<file path="config.mk">
export PLATFORM = sky130hd
export DESIGN_NAME = float_acc_12_flat
export DESIGN_NICKNAME = d
export VERILOG_FILES = /design/src/rtl/float_acc_12_if.sv /design/src/rtl/float_acc_12.sv /design/src/flat_wrapper.sv
export SDC_FILE = /design/constraint.sdc
export NUM_CORES = 1
export LEC_CHECK = 0
export BUFFER_PORTS_ARGS = -buffer_cell sky130_fd_sc_hd__buf_4
export CORE_MARGIN = 10
export CORE_UTILIZATION = 35
export DETAILED_ROUTE_END_ITERATION = 8
export SLEW_MARGIN = 20
export SYNTH_ARGS = -nofsm -noshare
export SYNTH_HDL_FRONTEND = slang
export SYNTH_SLANG_ARGS = --single-unit
</file>
<file path="constraint.sdc">
create_clock -name clk_i -period 8.4 [get_ports clk_i]
set_clock_uncertainty 0.05 [all_clocks]
set_input_delay 0.42 -clock clk_i [delete_from_list [all_inputs] [get_ports clk_i]]
set_output_delay 0.42 -clock clk_i [all_outputs]
set_load 0.005 [all_outputs]
</file>
<file path="src/rtl/float_acc_12_if.sv">
// Product stream in / result pulse out bus for the 12-bit float accumulator.
interface float_acc_12_if #(
  parameter int unsigned CNT_W = 10
);
  logic             data_valid_i;
  logic             data_last_i;
  logic [11:0]      data_i;
  logic             acc_valid_o;
  logic [11:0]      acc_data_o;
  logic [CNT_W-1:0] acc_count_o;
  logic             acc_ovf_o;

  modport master (
    output data_valid_i, data_last_i, data_i,
    input  acc_valid_o, acc_data_o, acc_count_o, acc_ovf_o
  );

  modport slave (
    input  data_valid_i, data_last_i, data_i,
    output acc_valid_o, acc_data_o, acc_count_o, acc_ovf_o
  );
endinterface

</file>
<file path="src/rtl/float_acc_12.sv">
// Streaming 12-bit float accumulator (sign, 5-bit exp bias 15, 6-bit mantissa).
// Sums one valid/last-delimited product stream and emits sum, term count and
// a sticky overflow flag as a one-cycle result pulse.
// Optional macro ACC_RELU_EN: rectify negative final sums to 12'h000 at the
// result register (the running accumulator is never rectified).
module float_acc_12 #(
  parameter int unsigned CNT_W = 10
) (
  input  logic           clk_i,
  input  logic           rst_n_i,
  float_acc_12_if.slave  bus
);

  localparam logic [CNT_W-1:0] CNT_MAX = '1;

  logic [11:0]      acc;
  logic [CNT_W-1:0] cnt;
  logic             ovf;

  logic             res_valid;
  logic [11:0]      res_data;
  logic [CNT_W-1:0] res_count;
  logic             res_ovf;

  logic [4:0]  exp_x, exp_y, exp_a, exp_b, shift;
  logic [7:0]  sig_x, sig_y, sig_a, sig_b, sig_b_sh, sum8;
  logic [6:0]  diff7;
  logic [10:0] mag_x, mag_y;
  logic        sgn_a, sgn_b;
  logic [2:0]  lz;
  logic [5:0]  exp_inc;
  logic [11:0] sum;
  logic        add_ovf;
  logic [11:0] res_next;
  logic [CNT_W-1:0] cnt_inc;

  // Float adder: sum = acc + data_i with truncating alignment and saturation.
  always_comb begin
    sum      = 12'h000;
    add_ovf  = 1'b0;
    exp_x    = acc[10:6];
    exp_y    = bus.data_i[10:6];
    sig_x    = (exp_x == 5'd0) ? 8'd0 : {2'b01, acc[5:0]};
    sig_y    = (exp_y == 5'd0) ? 8'd0 : {2'b01, bus.data_i[5:0]};
    mag_x    = (exp_x == 5'd0) ? 11'd0 : acc[10:0];
    mag_y    = (exp_y == 5'd0) ? 11'd0 : bus.data_i[10:0];
    if (mag_x >= mag_y) begin
      sgn_a = acc[11];        exp_a = exp_x; sig_a = sig_x;
      sgn_b = bus.data_i[11]; exp_b = exp_y; sig_b = sig_y;
    end else begin
      sgn_a = bus.data_i[11]; exp_a = exp_y; sig_a = sig_y;
      sgn_b = acc[11];        exp_b = exp_x; sig_b = sig_x;
    end
    shift    = exp_a - exp_b;
    sig_b_sh = (shift >= 5'd8) ? 8'd0 : (sig_b >> shift);
    sum8     = sig_a + sig_b_sh;
    diff7    = 7'(sig_a - sig_b_sh);
    lz       = 3'd0;
    for (int i = 0; i < 7; i++) begin
      if (diff7[i]) lz = 3'(6 - i);
    end
    exp_inc  = {1'b0, exp_a} + 6'd1;
    if (sgn_a == sgn_b) begin
      if (sum8 == 8'd0) begin
        sum = 12'h000;
      end else if (sum8[7]) begin
        if (exp_inc > 6'd31) begin
          sum     = {sgn_a, 5'd31, 6'h3F};
          add_ovf = 1'b1;
        end else begin
          sum = {sgn_a, exp_inc[4:0], sum8[6:1]};
        end
      end else begin
        sum = {sgn_a, exp_a, sum8[5:0]};
      end
    end else begin
      if (diff7 == 7'd0 || {2'b00, lz} >= exp_a) begin
        sum = 12'h000;
      end else begin
        sum = {sgn_a, exp_a - 5'(lz), 6'(diff7 << lz)};
      end
    end
  end

  // Saturating term count and result-register value.
  always_comb begin
    cnt_inc = (cnt == CNT_MAX) ? cnt : cnt + 1'b1;
`ifdef ACC_RELU_EN
    res_next = sum[11] ? 12'h000 : sum;
`else
    res_next = sum;
`endif
  end

  // Accumulator, counter, sticky flag and result registers.
  always_ff @(posedge clk_i) begin
    if (!rst_n_i) begin
      acc       <= 12'h000;
      cnt       <= '0;
      ovf       <= 1'b0;
      res_valid <= 1'b0;
      res_data  <= 12'h000;
      res_count <= '0;
      res_ovf   <= 1'b0;
    end else begin
      res_valid <= 1'b0;
      if (bus.data_valid_i) begin
        if (bus.data_last_i) begin
          res_valid <= 1'b1;
          res_data  <= res_next;
          res_count <= cnt_inc;
          res_ovf   <= ovf | add_ovf;
          acc       <= 12'h000;
          cnt       <= '0;
          ovf       <= 1'b0;
        end else begin
          acc <= sum;
          cnt <= cnt_inc;
          ovf <= ovf | add_ovf;
        end
      end
    end
  end

  assign bus.acc_valid_o = res_valid;
  assign bus.acc_data_o  = res_data;
  assign bus.acc_count_o = res_count;
  assign bus.acc_ovf_o   = res_ovf;

endmodule

</file>
<file path="src/flat_wrapper.sv">
// flat-port wrapper written by rule: the top's interface ports become plain ports
module float_acc_12_flat 
#(
  parameter int unsigned CNT_W = 10
)
  (clk_i, rst_n_i, bus_data_valid_i, bus_data_last_i, bus_data_i, bus_acc_valid_o, bus_acc_data_o, bus_acc_count_o, bus_acc_ovf_o);
  float_acc_12_if #(.CNT_W(CNT_W)) bus_i ();
  input  logic clk_i;
  input  logic rst_n_i;
  input wire logic [$bits(bus_i.data_valid_i)-1:0] bus_data_valid_i;
  input wire logic [$bits(bus_i.data_last_i)-1:0] bus_data_last_i;
  input wire logic [$bits(bus_i.data_i)-1:0] bus_data_i;
  output wire logic [$bits(bus_i.acc_valid_o)-1:0] bus_acc_valid_o;
  output wire logic [$bits(bus_i.acc_data_o)-1:0] bus_acc_data_o;
  output wire logic [$bits(bus_i.acc_count_o)-1:0] bus_acc_count_o;
  output wire logic [$bits(bus_i.acc_ovf_o)-1:0] bus_acc_ovf_o;
  assign bus_i.data_valid_i = bus_data_valid_i;
  assign bus_i.data_last_i = bus_data_last_i;
  assign bus_i.data_i = bus_data_i;
  assign bus_acc_valid_o = bus_i.acc_valid_o;
  assign bus_acc_data_o = bus_i.acc_data_o;
  assign bus_acc_count_o = bus_i.acc_count_o;
  assign bus_acc_ovf_o = bus_i.acc_ovf_o;
  float_acc_12 #(.CNT_W(CNT_W)) u_core (.clk_i(clk_i), .rst_n_i(rst_n_i), .bus(bus_i));
endmodule
</file>
# Word level (Yosys, flattened, before mapping)
# Index checks and enable logic that the tools add are counted.
# classes
reduce_logical	7
addsub	6
order_cmp	4
n_bitwise	1
shifts	2
n_eq_ne	2
n_mux	32
# ops
op	count
2-to-1 mux 12 bit	4
2-to-1 mux 11 bit	4
2-to-1 mux 3 bit	7
2-to-1 mux 7 bit	3
2-to-1 mux 10 bit	2
2-to-1 mux 8 bit	2
>= comparator 11 bit	1
adder 10 x 1 -> 10 bit, second input constant	1
== test 10 bit, second input constant	1
logical NOT 5 bit	2
2-to-1 mux 5 bit	2
adder 7 x 8 -> 8 bit	1
logical NOT 8 bit	1
2-to-1 mux 1 bit	8
>> shifter 8 x 5 -> 8 bit	1
logical NOT 7 bit	1
<< shifter 7 x 3 -> 6 bit	1
subtractor 7 bit	1
adder 5 x 1 -> 6 bit, second input constant	1
> comparator 6 x 5 -> 1 bit, second input constant	1
>= comparator 3 x 5 -> 1 bit	1
>= comparator 5 x 4 -> 1 bit, second input constant	1
subtractor 5 x 3 -> 5 bit	1
subtractor 5 bit	1
4 further kinds	5
# word_totals
output_inout_bits	24
elab_cells	61
inputBits	16
register_bits	47

# Depth between registers and ports, before layout
# Gate-level depths: netlist of run 1.
# depth
ltp_word	20
ltp_mapped	37
mapped_depth_nobuf	32

# Least setup slack after synthesis of run 1
# OpenSTA, ideal clock, no wires.
# synth_timing
path_type	reg2reg
from	reg u_core.acc[10]
to	reg u_core.acc[10]
stages_incl_launch_ff	34
path_slack_ns	0.630
synth_period_minus_slack_ns	7.770
path_buffers	5
required_time_ns	8.233
setup_time_ns	0.117
arrival_ns	7.603
cell_sequence	dfxtp_1 -> clkbuf_1 -> or4_1 -> o21ai_0 -> inv_1 -> ha_1 -> and4_1 -> a31oi_2 -> buf_2 -> nand2_1 -> buf_2 -> buf_1 -> mux2i_1 -> ha_1 -> o31a_1 -> or3_1 -> a211oi_2 -> o21ai_0 -> ha_1 -> nand2b_1 -> a211oi_1 -> mux2_2 -> nor3_2 -> and2_1 -> buf_2 -> nand2_1 -> ha_1 -> o21ai_0 -> a32o_1 -> nand4_1 -> nand3_1 -> a21oi_2 -> a221o_1 -> a32o_1
# synth_via
elab_chain_len	20
elab_cells_between_ends	37
cone_classes	add/sub: 5; order compare: 4; eq/ne: 1; shift: 1; mux: 22; reduce/logical: 4
# synth_lines
element	line_no	source
start: declaration	float_acc_12.sv:16	logic [11:0] acc;
start signal: assignment	float_acc_12.sv:117	acc <= sum;
logical NOT 5 bit	float_acc_12.sv:43, float_acc_12.sv:45	
2-to-1 mux 11 bit	float_acc_12.sv:45	mag_x = (exp_x == 5'd0) ? 11'd0 : acc[10:0];
>= comparator 11 bit	float_acc_12.sv:47	if (mag_x >= mag_y) begin
2-to-1 mux 5 bit	float_acc_12.sv:47	
subtractor 5 bit	float_acc_12.sv:54	shift = exp_a - exp_b;
>= comparator 5 x 4 -> 1 bit / >> shifter 8 x 5 -> 8 bit (equally long branches)	float_acc_12.sv:55	sig_b_sh = (shift >= 5'd8) ? 8'd0 : (sig_b >> shift);
2-to-1 mux 8 bit	float_acc_12.sv:55	
subtractor 7 bit	float_acc_12.sv:57	diff7 = 7'(sig_a - sig_b_sh);
2-to-1 mux 3 bit (7 in series)	float_acc_12.sv:60	if (diff7[i]) lz = 3'(6 - i);
>= comparator 3 x 5 -> 1 bit	float_acc_12.sv:77	if (diff7 == 7'd0 || {2'b00, lz} >= exp_a) begin
logical OR 1 bit	float_acc_12.sv:77	
2-to-1 mux 12 bit	float_acc_12.sv:77	
2-to-1 mux 12 bit *	float_acc_12.sv:63	if (sgn_a == sgn_b) begin
2-to-1 mux 12 bit *	float_acc_12.sv:108	if (bus.data_last_i) begin
# Mark *: on every way between the ends. The rest lies on a longest branch, timed or not.
# A chain may end at the register's enable or synchronous reset.

# Worst setup path after layout of run 1
# layout_timing
from	reg u_core.acc[6]
to	reg u_core.acc[10]
# The elaborated chain is that of the path after synthesis.

==> run summary, run 1 <==
status -> complete, no violations
GR Util All Layers -> 15.4%
final hold violations -> 0
DRC viols -> 0
antenna violations before repair -> 0
Die W -> 135 um
average vias per placed instance -> 5.87
fin. max-slew vios -> 0
Starting Density -> 35.3%
period utilization -> 92.8%
Final nets -> 697
Seq/Total Area, Yosys -> 20.3%
largest net degree at the start of global routing -> 26
critical path startpoint category -> flip-flop
hpwl dp -> 11.5 mm
H-tree depth -> 2
Power Density -> 156 mW/mm^2
RSZ-0062 raised after global routing -> no
Core Region -> 0.0131 sq mm
routed wire length per instance -> 17.6 um
critical path's slowest cell -> or4_1
clock slew at reported path FFs -> 60 ps
number of global-route vias before repair -> 4626
cell mode on critical path -> ha_1
worst hold path class -> flip-flop to flip-flop
Max VDD drop -> 0.0000945 V
crit end category -> flip-flop
Buf/Inv on CP -> 2
Initial DRC Count -> 408
Die Ht -> 135 um
# diodes -> 0
Area after DPL -> 0.00511 sq mm
Area Overhead vs Synth -> 13.7%
ys async rst share -> 0%
die area -> 0.0183 sq mm
Yosys warnings -> 0
Post-Route Setup TNS -> 0 ps
Crit Path Category -> flip-flop to flip-flop
postcts setup bufs -> 0
remaining global-route overflow -> 0
Clk Tree Root Cell -> clkbuf_16
Hold WS -> 384 ps
Distinct cells, synth -> 72
Max Cap Viol -> 0
Hold Crit Depth -> 2
Worst R2R Path Depth -> 29
fmax -> 128 MHz
Post-Syn Area per Cell -> 7.44 sq um
IO Port Bufs -> 39
most frequent cells in the layout -> o21ai_0, nand2_1, buf_4
standard-cell rows -> 42
Util after Layout -> 40.1%
layout cell share with drive strength beyond 1 -> 13.3%
Net Count, Synth -> 673
Leakage Power -> 0.00209 uW
commonest non-fill, non-tap cell in the layout -> o21ai_0
crit-path max cell delay -> 650 ps
cell depth of the worst setup path -> 29
CTS sink count -> 47
register bit total from synthesis -> 47
Rel. slew slack -> 46.0%
# resized after CTS -> 0
via count -> 4839
CP delay by family, top -> compound AO/OA/AOI/OAI gates
Clock Path Buffers -> 2
global-route wire length before repair -> 23.8 mm
synthesized cell area -> 0.00464 sq mm
GPL Wtd Cong -> 0.908
# IOs -> 40
CP required -> 8520 ps
Pre-antenna DRT Iters -> 5
CTS tree -> yes
fill count -> 1373
post-synthesis cell count -> 624
worst-path fanout max -> 8
Tot Pwr -> 821 uW
post-route ant nets -> 0
EDFF count, synth -> 0
Synth Flop Type -> dfxtp_1
Non-Filler Cell Area, Final -> 0.00527 sq mm
clock latency on the worst-skew pair -> 280 ps
final setup vio count -> 0
final WL -> 14.6 mm
Slew @ Worst Pin -> 806 ps
CP Data Arrival Time -> 7920 ps
CTS Hold Bufs -> 0
CTS buffer count -> 5
fin crit period -> 7800 ps
-- layer usage --
metal | up-vias | GRT usage [%] | wire [um]
met3 | 23 | 2.19 | 857
met2 | 158 | 25.1 | 6710
met4 | 0 | 2.81 | 239
met1 | 2308 | 21.3 | 6760
li1 | 2350 | - | -
met5 | - | 0 | 0
-- registers in the layout, summed over array words and instances (netlist names) --
signal,count
u_core.acc,12
u_core.bus.acc_valid_o,1
u_core.bus.acc_data_o,12
u_core.cnt,10
u_core.bus.acc_ovf_o,1
u_core.bus.acc_count_o,10
u_core.ovf,1
-- tightest hold or removal path: stages, from the launching register on --
cell	delay (ps)
dfxtp_1	310
nand2_1	50
nand2_1	40
-- power by group --
group	leakage, uW	internal [uW]	switching, uW
combinational	0.00164	145	240
sequential	0.000381	235	11.0
clock	0.0000679	110	79.4
total	0.00209	490	331
-- metrics by stage --
step | setup WS, ps | std cells
floorplan | 630 | 624
global placement | 471 | 817
detailed placement | 355 | 817
CTS | 438 | 825
global route | 68.3 | 825
finish | 601 | 825
-- kinds of logic (layout without fill, tap and decap cells) --
logic type | after synthesis | count (layout) | share of synthesized area (%)
compound gates | 214 | 214 | 30.6
xor+xnor | 29 | 29 | 5.47
buf+inv | 68 | 93 | 5.93
fa+ha+maj | 33 | 33 | 9.39
flops | 47 | 47 | 20.3
mux | 18 | 18 | 4.56
simple gates | 215 | 215 | 23.8
-- synth_stat cells (5+ instances only) --
| cell | instances | area share, % |
|---|---|---|
| mux2_2 | 5 | 1.2 |
| nor2b_1 | 28 | 3.8 |
| o22ai_1 | 5 | 0.67 |
| xor2_1 | 11 | 2.1 |
| mux2i_1 | 11 | 2.4 |
| nand3_1 | 18 | 1.9 |
| nor2_1 | 31 | 2.5 |
| and2_1 | 8 | 1.1 |
| xnor2_1 | 18 | 3.4 |
| dfxtp_1 | 47 | 20 |
| nand4_1 | 8 | 1.1 |
| a22oi_1 | 10 | 1.6 |
| nor4_1 | 6 | 0.81 |
| nand2_1 | 60 | 4.9 |
| a21oi_1 | 39 | 4.2 |
| buf_2 | 9 | 0.97 |
| o211ai_1 | 11 | 1.8 |
| or4_1 | 5 | 0.81 |
| a211oi_1 | 9 | 1.5 |
| o21a_1 | 5 | 0.81 |
| nor3_1 | 21 | 2.3 |
| inv_1 | 30 | 2.4 |
| o21ai_0 | 71 | 7.7 |
| nand2b_1 | 7 | 0.94 |
| clkbuf_1 | 25 | 2.0 |
| ha_1 | 30 | 8.1 |
-- final timing paths --
| path | from | to | slack [ps] |
|---|---|---|---|
| worst max-delay path | u_core.acc[6] | u_core.acc[10] | 600 |
| worst min-delay path | u_core.bus.acc_ovf_o | u_core.bus.acc_ovf_o | 380 |
| worst max register to register | u_core.acc[6] | u_core.acc[10] | 600 |
| worst min register to register | u_core.bus.acc_ovf_o | u_core.bus.acc_ovf_o | 380 |
-- layout make-up --
type	count	area [sq um]	area share [%]
clock buffer	7	133	2.51
clock inverter	1	5.00	0.0949
inverter	31	116	2.21
multi-input combinational	509	3450	65.5
sequential	47	941	17.8
tap	176	220	4.18
timing repair buffer	54	405	7.69
(Power assumes the default switching activity.)
==> run 2: changes to the inputs <==
ABC_AREA = 1   (was unset)
BUFFER_PORTS_ARGS = unset   (was -buffer_cell sky130_fd_sc_hd__buf_4)
DONT_BUFFER_PORTS = 1   (was unset)
==> run summary, run 2 <==
Worst Setup SP -> u_core.acc[9]
final hold violations -> 0 (unchanged)
fin crit period -> 7140 ps (-660 ps)
Pre-antenna DRT Iters -> 5 (unchanged)
critical path startpoint category -> flip-flop
count leader, synth -> nand2_1
Leakage Power -> 0.00243 uW (+16%)
ys async rst share -> 0% (unchanged)
hpwl dp -> 9.74 mm (-15%)
worst-path fanout max -> 35 (+27)
routed wire length per instance -> 13.3 um (-25%)
commonest non-fill, non-tap cell in the layout -> nand2_1
Yosys top cell area share -> 20.5% (+0.24 points)
crit end category -> flip-flop
Crit Path Category -> flip-flop to flip-flop
Clk Tree Root Cell -> clkbuf_16
die area -> 0.0181 sq mm (-0.98%)
cell taking the most area after synthesis -> dfxtp_1
H-tree depth -> 2 (unchanged)
critical path's slowest cell -> fa_1
global-route wire length before repair -> 20.6 mm (-14%)
Die W -> 134 um (-0.49%)
Initial DRC Count -> 359 (-12%)
CTS buffer count -> 5 (unchanged)
EDFF count, synth -> 0 (unchanged)
Seq/Total Area, Yosys -> 20.5% (+0.24 points)
Starting Density -> 36.0% (+0.73 points)
CTS tree -> yes
CP Data Arrival Time -> 7310 ps (-610 ps)
final WL -> 12.1 mm (-17%)
clock slew at reported path FFs -> 70 ps (about the same)
final setup vio count -> 0 (unchanged)
synth cell count leaders -> nand2_1, inv_1, nand3_1, dfxtp_1, nor2_1
# resized after CTS -> 0 (unchanged)
Net Count, Synth -> 799 (+19%)
Rel. slew slack -> 43.1% (-3.0 points)
via count -> 4374 (-9.6%)
worst hold path class -> primary input to flip-flop
layout cell share with drive strength beyond 1 -> 11.5% (-1.7 points)
cell mode on critical path -> nand2_1
Area after DPL -> 0.00470 sq mm (-8.0%)
Synth Flop Type -> dfxtp_1
Area Overhead vs Synth -> 6.06%
GPL Wtd Cong -> 0.934 (+2.9%)
synthesized cell area -> 0.00459 sq mm (-1.2%)
# IOs -> 40 (unchanged)
Distinct cells, synth -> 41 (-43%)
hold path startpoint -> rst_n_i
# diodes -> 0 (unchanged)
post-route ant nets -> 0 (unchanged)
crit-path max cell delay -> 410 ps (-240 ps)
Max Cap Viol -> 0 (unchanged)
clock latency on the worst-skew pair -> 280 ps (about the same)
post-synthesis cell count -> 750 (+20%)
Hold WS -> 230 ps (-154 ps)
Core Region -> 0.0127 sq mm (-3.2%)
GR Util All Layers -> 13.5% (-1.9 points)
Post-Route Setup TNS -> 0 ps (unchanged)
Clock Path Buffers -> 2 (unchanged)
Slew @ Worst Pin -> 845 ps (+39.5 ps)
largest net degree at the start of global routing -> 36 (+38%)
fin. max-slew vios -> 0 (unchanged)
DRC viols -> 0 (unchanged)
Power Density -> 178 mW/mm^2 (+14%)
CP required -> 8570 ps (+50 ps)
register bit total from synthesis -> 47 (unchanged)
Max VDD drop -> 0.000128 V (+35%)
RSZ-0062 raised after global routing -> no
RR Startpoint -> u_core.acc[9]
fmax -> 140 MHz (+9.2%)
average vias per placed instance -> 4.82 (-18%)
synth top area cells -> dfxtp_1, nand2_1, ha_1, nand3_1, inv_1
period utilization -> 85.0% (-7.9 points)
number of global-route vias before repair -> 4137 (-11%)
Non-Filler Cell Area, Final -> 0.00486 sq mm (-7.8%)
Yosys warnings -> 0 (unchanged)
Tot Pwr -> 866 uW (+5.5%)
status -> complete, no violations
Post-Syn Area per Cell -> 6.11 sq um (-18%)
Final nets -> 785 (+13%)
standard-cell rows -> 41 (-2.4%)
CTS Hold Bufs -> 0 (unchanged)
remaining global-route overflow -> 0 (unchanged)
most frequent cells in the layout -> nand2_1, inv_1, nand3_1
postcts setup bufs -> 0 (unchanged)
IO Port Bufs -> 0 (-100%)
CTS sink count -> 47 (unchanged)
Die Ht -> 134 um (-0.49%)
antenna violations before repair -> 0 (unchanged)
==> run 2: changes by cell type in the layout (fill, tap and decap cells not counted), moves of 15 or more <==
cell	previous run	this run
nand2_1	60	239
inv_1	30	95
nand3_1	18	73
buf_4	54	3
o21ai_0	70	34
nor2b_1	28	0
inv_2	1	16
nand2_2	0	15
==> run 2: critical path: cells and delay by family, from the launching register on <==
| family | cells | cell delay [ps] |
|---|---|---|
| simple gates | 32 | 3940 |
| fa+ha+maj | 5 | 1460 |
| compound gates | 4 | 660 |
| buf+inv | 6 | 570 |
| flops | 1 | 390 |
==> run 2: through the flow <==
stage                     setup slack, ps  std cells  utilization, %
after floorplan                      2420        750               -
after global placement               1300        901            36.9
after detailed placement             1260        901            36.9
after CTS                            1310        908            38.2
after global routing                  522        908            38.2
final                                1260        908            38.2
==> run 2: routing by layer <==
metal	global-route usage, %	routed length (um)
met5	0	0
met4	2.42	115
met3	2.56	630
met2	21.8	5400
met1	18.4	5910
==> run 2: final timing paths <==
check | slack (ps) | endpoint | cells past startpoint
max reg2reg | 1260 | u_core.acc[7] | 47
min | 230 | u_core.bus.acc_count_o[9] | 2
min reg2reg | 430 | u_core.cnt[3] | 2
max | 1260 | u_core.acc[7] | 47
==> run 2: kinds of logic (layout without fill, tap and decap cells) <==
kind of cell / after synthesis / in the layout / synth area share, %
and+or+nand+nor: 423 / 423 / 42.5
adders and majority gates: 33 / 33 / 9.50
xor gates and xnor gates: 17 / 17 / 3.25
DFF: 47 / 47 / 20.5
buffers and inverters: 136 / 122 / 11.9
muxes: 1 / 1 / 0.218
AOI/OAI and AO/OA: 93 / 93 / 12.1
==> run 2: area by class of cell <==
class / count / area [sq um]
Timing Repair Buffer: 3 / 22.5
Tap cell: 172 / 215
Clock buffer: 5 / 125
Inverter: 112 / 423
Fill cell: 1425 / 7860
Sequential cell: 47 / 941
Multi-Input combinational cell: 567 / 3100
Clock inverter: 2 / 37.5
==> run 2: power by group <==
| part | switching (uW) | total [uW] | internal, uW |
|---|---|---|---|
| sequential | 12.9 | 248 | 235 |
| combinational | 270 | 398 | 128 |
| clock | 80.9 | 220 | 139 |
==> run 3: changes to the inputs <==
clock period = 6.5 ns   (was 8.4 ns; I/O delays follow)
==> run summary, run 3 (synthesis gave the netlist of run 2 again) <==
status -> complete, no violations
Initial DRC Count -> 315 (-12%)
Starting Density -> 36.0% (unchanged)
worst-path fanout max -> 10 (-71%)
fill count -> 1412 (-0.91%)
hold path startpoint -> rst_n_i
routed wire length per instance -> 13.3 um (+0.27%)
crit-path max cell delay -> 360 ps (-50 ps)
cell mode on critical path -> nand2_1
critical path's slowest cell -> ha_4
final WL -> 12.4 mm (+2.5%)
DRC viols -> 0 (unchanged)
IO Port Bufs -> 0 (unchanged)
RR Startpoint -> u_core.acc[6]
final setup vio count -> 0 (unchanged)
die area -> 0.0181 sq mm (unchanged)
Rel. slew slack -> 47.1% (+4.0 points)
Hold EP -> u_core.bus.acc_data_o[1]
Tot Pwr -> 1140 uW (+32%)
period utilization -> 91.0% (+6.0 points)
H-tree depth -> 2 (unchanged)
Crit Path Category -> flip-flop to flip-flop
Power Density -> 225 mW/mm^2 (+27%)
# diodes -> 0 (unchanged)
Die Ht -> 134 um (unchanged)
Area Overhead vs Synth -> 10.5%
R2R Setup Slk -> 590 ps (-670 ps)
Max Cap Viol -> 0 (unchanged)
r2r endpoint -> u_core.acc[7]
GPL Wtd Cong -> 0.890 (-4.6%)
Core Region -> 0.0127 sq mm (unchanged)
Hold Crit Depth -> 2 (unchanged)
standard-cell rows -> 41 (unchanged)
Die W -> 134 um (unchanged)
final hold violations -> 0 (unchanged)
Leakage Power -> 0.00253 uW (+4.2%)
# IOs -> 40 (unchanged)
fin. max-slew vios -> 0 (unchanged)
CTS tree -> yes
remaining global-route overflow -> 0 (unchanged)
Pre-antenna DRT Iters -> 5 (unchanged)
CP required -> 6670 ps (-1900 ps)
clock latency on the worst-skew pair -> 280 ps (about the same)
Max VDD drop -> 0.000147 V (+15%)
largest net degree at the start of global routing -> 26 (-28%)
CTS sink count -> 47 (unchanged)
crit end category -> flip-flop
post-route ant nets -> 0 (unchanged)
number of global-route vias before repair -> 4319 (+4.4%)
Post-Route Setup TNS -> 0 ps (unchanged)
critical path startpoint category -> flip-flop
Clk Tree Root Cell -> clkbuf_16
GR Util All Layers -> 13.8% (+0.24 points)
most frequent cells in the layout -> nand2_1, inv_1, nand3_1
Final nets -> 804 (+2.4%)
Worst R2R Path Depth -> 47 (unchanged)
Hold WS -> 139 ps (-91.5 ps)
clock slew at reported path FFs -> 60 ps (about the same)
average vias per placed instance -> 4.81 (-0.12%)
hpwl dp -> 9.99 mm (+2.5%)
via count -> 4465 (+2.1%)
Slew @ Worst Pin -> 791 ps (-53.7 ps)
CTS buffer count -> 5 (unchanged)
antenna violations before repair -> 0 (unchanged)
fin crit period -> 5910 ps (-1230 ps)
CP Data Arrival Time -> 6080 ps (-1230 ps)
fmax -> 169 MHz (+21%)
worst hold path class -> primary input to flip-flop
CTS Hold Bufs -> 0 (unchanged)
Clock Path Buffers -> 2 (unchanged)
commonest non-fill, non-tap cell in the layout -> nand2_1
layout cell share with drive strength beyond 1 -> 15.2% (+3.7 points)
global-route wire length before repair -> 21.1 mm (+2.5%)
==> run 3: changes by cell type in the layout (fill, tap and decap cells not counted), sizes merged <==
| cell | delta |
|---|---|
| clkinv | +1 |
| clkinvlp | -1 |
| bufinv | -1 |
| buf | +19 |
| clkbuf | +2 |
==> run 3: cell type report <==
cell class                 instances  area, sq um  area share (%)
inverter                         112          423            8.35
clock inverter                     1         8.76           0.173
multi-input combinational        567         3170            62.6
tap                              172          215            4.25
sequential                        47          941            18.6
clock buffer                       7          143            2.82
timing repair buffer              22          165            3.26
==> run 3: how the worst max path moves through the flow <==
| stage | startpoint | endpoint | slack, ps | cells past startpoint |
|---|---|---|---|---|
| 3_3_place_gp | bus_data_i[6] | u_core.acc[6] | 210 | 45 |
| 4_1_cts | u_core.acc[6] | u_core.acc[6] | 120 | 45 |
| 6_report | u_core.acc[6] | u_core.acc[7] | 590 | 47 |
| 5_1_grt | u_core.acc[6] | u_core.acc[7] | -3 | 49 |
| 2_1_floorplan | u_core.acc[6] | u_core.acc[7] | 590 | 45 |
| 3_5_place_dp | bus_data_i[6] | u_core.acc[6] | 110 | 45 |
==> run 3: timing repair <==
action | in CTS | in global routing
endpoints found under the hold margin | 0 | 0
setup buffers | 0 | 1
gates resized for setup | 0 | 18
endpoints found under the setup margin | 0 | 24
==> run 3: routing by layer <==
metal | GRT usage, % | routed length [um]
met4 | 3.14 | 125
met3 | 2.56 | 624
met1 | 18.2 | 5910
met2 | 22.5 | 5690
met5 | 0 | 0
==> run 3: stage by stage <==
| step | instances | area (sq um) | setup slack (ps) | util (%) |
|---|---|---|---|---|
| floorplan | 750 | 4590 | 587 | - |
| global placement | 919 | 4840 | 207 | 38.0 |
| detailed placement | 919 | 4840 | 108 | 38.0 |
| CTS | 927 | 4990 | 124 | 39.2 |
| global route | 928 | 5060 | -2.63 | 39.8 |
| finish | 928 | 5060 | 586 | 39.8 |
==> run 3: report_power, final <==
part           switching, uW  internal [uW]  total [uW]
registers               13.6            304         318
logic                    367            200         567
clock network            103            154         256
==> run 3: worst max-delay path: cells and delay by family (launching register included) <==
| kind | cells | cell delay, ps |
|---|---|---|
| fa+ha+maj | 4 | 1100 |
| flops | 1 | 310 |
| compound gates | 5 | 660 |
| buf+inv | 7 | 630 |
| simple gates | 31 | 3100 |
